$ cat src/rtl/ram_access_arbiter.sv
// Round-robin arbiter and access sequencer between the fetch and load/store
// ports and the single unified memory: one access per IDLE/ACCESS/RESP pass.
module ram_access_arbiter #(
   parameter int ADDR_W = 16
) (
   input  logic        clk,
   input  logic        reset_n,
   input  logic        if_req,
   input  logic [31:0] if_addr,
   output logic        if_done,
   output logic [31:0] if_data,
   input  logic        d_req,
   input  logic        d_we,
   input  logic [31:0] d_addr,
   input  logic [31:0] d_wdata,
   output logic        d_done,
   output logic [31:0] d_rdata,
   output logic        err,
   output logic        mem_en,
   output logic [1:0]  mem_rw,
   output logic [31:0] mem_addr,
   output logic [31:0] mem_din,
   input  logic [31:0] mem_dout,
   input  logic [31:0] mem_fetch
);

   localparam logic [1:0] IDLE     = 2'd0;
   localparam logic [1:0] ACCESS   = 2'd1;
   localparam logic [1:0] RESP     = 2'd2;

   localparam logic [1:0] RW_FETCH = 2'b00;
   localparam logic [1:0] RW_READ  = 2'b01;
   localparam logic [1:0] RW_WRITE = 2'b10;

   logic [1:0]  state_r;
   logic        ptr_r;      // 1 = data port favoured on contention
   logic        gnt_d_r;
   logic        we_r;

   logic        pick_d_s;
   logic [31:0] gaddr_s;
   logic        oor_s;

   // Grant selection and range check of the candidate address.
   always_comb begin
      pick_d_s = 1'b0;
      gaddr_s  = if_addr;
      oor_s    = 1'b0;
      if (d_req && (!if_req || ptr_r)) begin
         pick_d_s = 1'b1;
         gaddr_s  = d_addr;
      end else begin
         pick_d_s = 1'b0;
         gaddr_s  = if_addr;
      end
      oor_s = |(gaddr_s >> ADDR_W);
   end

   // Sequencer state, memory drive and registered responses.
   always_ff @(posedge clk or negedge reset_n) begin
      if (!reset_n) begin
         state_r  <= IDLE;
         ptr_r    <= 1'b1;
         gnt_d_r  <= 1'b0;
         we_r     <= 1'b0;
         mem_en   <= 1'b0;
         mem_rw   <= RW_FETCH;
         mem_addr <= 32'd0;
         mem_din  <= 32'd0;
         if_done  <= 1'b0;
         d_done   <= 1'b0;
         err      <= 1'b0;
         if_data  <= 32'd0;
         d_rdata  <= 32'd0;
      end else begin
         case (state_r)
            IDLE: begin
               if (d_req || if_req) begin
                  gnt_d_r <= pick_d_s;
                  we_r    <= pick_d_s & d_we;
                  ptr_r   <= ~pick_d_s;
                  if (oor_s) begin
                     // Out-of-range: answer straight away, memory untouched.
                     state_r <= RESP;
                     err     <= 1'b1;
                     d_done  <= pick_d_s;
                     if_done <= ~pick_d_s;
                     if (pick_d_s) begin
                        d_rdata <= 32'd0;
                     end else begin
                        if_data <= 32'd0;
                     end
                  end else begin
                     state_r  <= ACCESS;
                     mem_en   <= 1'b1;
                     mem_addr <= gaddr_s;
                     if (pick_d_s) begin
                        mem_rw  <= d_we ? RW_WRITE : RW_READ;
                        mem_din <= d_we ? d_wdata : 32'd0;
                     end else begin
                        mem_rw  <= RW_FETCH;
                        mem_din <= 32'd0;
                     end
                  end
               end else begin
                  state_r <= IDLE;
               end
            end
            ACCESS: begin
               state_r <= RESP;
               mem_en  <= 1'b0;
               mem_rw  <= RW_FETCH;
               mem_din <= 32'd0;
               err     <= 1'b0;
               if (gnt_d_r) begin
                  d_done  <= 1'b1;
                  d_rdata <= we_r ? 32'd0 : mem_dout;
               end else begin
                  if_done <= 1'b1;
                  if_data <= mem_fetch;
               end
            end
            RESP: begin
               state_r <= IDLE;
               if_done <= 1'b0;
               d_done  <= 1'b0;
               err     <= 1'b0;
            end
            default: begin
               state_r <= IDLE;
               mem_en  <= 1'b0;
               mem_rw  <= RW_FETCH;
               if_done <= 1'b0;
               d_done  <= 1'b0;
               err     <= 1'b0;
            end
         endcase
      end
   end

endmodule

$ cat config.mk
export PLATFORM = sky130hd
export DESIGN_NAME = ram_access_arbiter
export DESIGN_NICKNAME = d
export VERILOG_FILES = /design/src/rtl/ram_access_arbiter.sv
export SDC_FILE = /design/constraint.sdc
export NUM_CORES = 1
export LEC_CHECK = 0
export CAP_MARGIN = 20
export CORE_MARGIN = 4
export CORE_UTILIZATION = 44
export DETAILED_ROUTE_END_ITERATION = 6
export MAX_ROUTING_LAYER = met4
export PLACE_DENSITY = 0.9
export RECOVER_POWER = 100
export SYNTH_ARGS = -nofsm -noshare
export SYNTH_HDL_FRONTEND = slang
export SYNTH_SLANG_ARGS = --single-unit
export TNS_END_PERCENT = 50
$ cat constraint.sdc
create_clock -name clk -period 3.6 [get_ports clk]
set_input_delay 0.72 -clock clk [delete_from_list [all_inputs] [get_ports clk]]
set_output_delay 0.72 -clock clk [all_outputs]
set_load 0.01 [all_outputs]
==> flow_metrics.env <==
export IMPL_slowest_delay_ns=0.89
export IMPL_period_share=0.835
export IMPL_ant_nets=0
export IMPL_maxSlewViolCount=82
export IMPL_grtUsageMet1=0.284
export IMPL_clk_pin_slew_ns=0.06
export IMPL_final_setup_tns_ns=0
export IMPL_fp_dieH_um=124
export IMPL_clock_latency_ns=0.41
export IMPL_drive_gt1_frac=0.0673
export IMPL_yosysSeqAreaShare=0.584
export IMPL_num_vias=5213
export IMPL_synthCells=543
export IMPL_postSynth_asyncResetShare=1.00
export IMPL_synth_fa_ha_area_frac=0
export IMPL_synth_nets=708
export IMPL_vdd_drop_max_mv=0.262
export IMPL_synth_simple_gate_area_share=0.127
export IMPL_drt_initial_drc_count=276
export IMPL_ios=299
export IMPL_drc_errors=0
export IMPL_wire_per_inst_um=18.0
export IMPL_area_growth_syn_to_layout_pct=61.1
export IMPL_clk_path_buf_depth=2
export IMPL_final_common_cell="clkdlybuf4s50_1"
export IMPL_antenna_found_initial=2
export IMPL_syn_avg_cell_area_um2=11.0
export IMPL_core_region_area_um2=13200
export IMPL_outcome="complete, but fails checks"
export IMPL_path_class="flop to flop"
export IMPL_ys_types=37
export IMPL_setup_worst_path_start_class="flop"
export IMPL_routed_wl_um=18500
export IMPL_postCtsHoldBufs=0
export IMPL_use_met3=0.0780
export IMPL_skew_ns=0.00804
export IMPL_grt_pass1_vias=5434
export IMPL_maxSlewHeadroom=-0.344
export IMPL_hold_viol=0
export IMPL_crit_required_ns=3.89
export IMPL_die_area_um2=15500
export IMPL_synthFlopType="dfrtp_1"
export IMPL_detailed_place_hpwl_um=13300
export IMPL_rows=42
export IMPL_synth_mux_area_frac=0.0965
export IMPL_cp_slowest_cell="clkbuf_1"
export IMPL_rsz0062_at_grt="false"
export IMPL_numCtsBuffers=17
export IMPL_cp_max_fo=32
export IMPL_post_cts_buffers=0
export IMPL_crit_chain="clkbuf_1 > inv_1 > nand2_1 > nor2_2 > clkbuf_2 > a22o_1"
export IMPL_grt_busiest_layer="met2"
export IMPL_violations="capacitance limit, slew limit"
export IMPL_grt_pass1_wl_um=29100
export IMPL_hold_path_class="flop to flop"
export IMPL_h_tree_depth=4
export IMPL_die_w_um=124
export IMPL_cts_sinks=139
export IMPL_arrival_ns=3.30
export IMPL_first_pass_iters=5
export IMPL_mostFrequentLayoutCells="clkdlybuf4s50_1 (162), dfrtp_1 (138), dlygate4sd3_1 (135)"
export IMPL_cts_root_buf="clkbuf_16"
export IMPL_synth_top_family_by_area="compound AO/OA/AOI/OAI gates"
export IMPL_gp_congestion=0.882
export IMPL_synth_edff_count=0
export IMPL_post_cts_resized=0
export IMPL_synthXorXnorAreaFrac=0
export IMPL_vias_per_cell=5.09
export IMPL_grt_use_met2=0.394
export IMPL_synth_compound_area_frac=0.137
export IMPL_yosysWarnings=0
export IMPL_fin_hold_ws_ns=0.477
export IMPL_start_util=0.450
export IMPL_synth_seq_cells=139
export IMPL_grt_overflow_total=0
export IMPL_timing_fmax_ghz=0.333
export IMPL_tritoncts="built"
export IMPL_port_buffers=298
export IMPL_grt_total_usage=0.244
export IMPL_power_density_nw_per_um2=421
export IMPL_fin_nets=999
export IMPL_end_kind="flop"
export IMPL_grt_max_degree=82
export IMPL_syn_cell_area_um2=5960
export IMPL_finalSetupViolCount=0
export IMPL_tightest_slew_ns=2.02
export IMPL_leakage_nw=4.49
export IMPL_maxCapViolCount=1
export IMPL_fin_crit_ns=3.00
==> state kept, by name, summed over array words and instances, names as in the netlist <==
name	cells
err	1
mem_rw	2
gnt_d_r	1
if_data	32
we_r	1
d_done	1
mem_din	32
if_done	1
mem_addr	32
ptr_r	1
d_rdata	32
state_r	2
mem_en	1
==> power by group <==
group	total, mW	switching [mW]	internal, mW
registers	1.65	0.0479	1.60
clock network	1.79	0.673	1.11
logic	0.614	0.281	0.333
==> cells in the mapped netlist, drive strengths merged, types with 2 or more instances <==
library cell / instances / area, µm²
mux2: 18 / 255
clkbuf: 28 / 105
and2: 18 / 113
mux2i: 32 / 320
o21ai: 34 / 170
nand2: 120 / 450
a22o: 32 / 280
a31oi: 2 / 12.5
nor4: 8 / 75.1
a21oi: 3 / 15.0
nor3: 2 / 10.0
o21a: 3 / 22.5
dfrtp: 138 / 3450
nand2b: 3 / 26.3
nor2: 9 / 33.8
a21boi: 2 / 15.0
buf: 9 / 95.1
inv: 36 / 135
a22oi: 32 / 240
nand4: 3 / 25.0
o31ai: 2 / 15.0
==> cell families after synthesis <==
group,after synthesis
compound gates,115
buf+inv,73
flops,139
mux,50
simple gates,166
==> worst max-delay path: cells and delay by family (launching register included) <==
kind            cells  cell delay [ns]
buf+inv             3             1.47
flops               1             0.79
compound gates      1             0.38
simple gates        2             0.23
==> stage by stage <==
stage	power [mW]	utilization	cells	instance area (µm²)	worst slack [ns]
2_1_floorplan	1.98	-	543	5960	1.29
3_3_place_gp	2.29	0.684	991	9060	0.541
6_report	4.05	0.725	1025	9600	0.596
3_5_place_dp	2.30	0.684	991	9060	0.479
5_1_grt	4.22	0.725	1025	9600	0.394
4_1_cts	4.10	0.730	1023	9670	0.924
==> area by class of cell <==
cell class                 count  area [µm²]
fill                         962        3640
sequential                   139        3480
timing repair buffer         309        3050
multi-input combinational    331        2100
clock buffer                  19         443
tap                          176         220
clock inverter                13         166
inverter                      36         135
antenna                        2        5.00
==> path summary, 6_finish.rpt <==
| check | to | slack, ns | depth (start not counted) | startpoint |
|---|---|---|---|---|
| max | if_data[16] | 0.60 | 6 | state_r[1] |
| min reg2reg | mem_addr[31] | 0.48 | 1 | mem_addr[31] |
| max in group asynchronous | d_rdata[14] | 0.88 | 2 | reset_n |
| min in group asynchronous | d_rdata[26] | 0.86 | 1 | reset_n |
| min | mem_addr[31] | 0.48 | 1 | mem_addr[31] |
| max reg2reg | if_data[16] | 0.60 | 6 | state_r[1] |
==> routing by layer <==
metal,routed length (µm),vias up
met4,413,0
met5,0,-
met2,9270,242
li1,-,2450
met1,7270,2493
met3,1530,28
No activity file was read; power rests on OpenSTA's default activity.
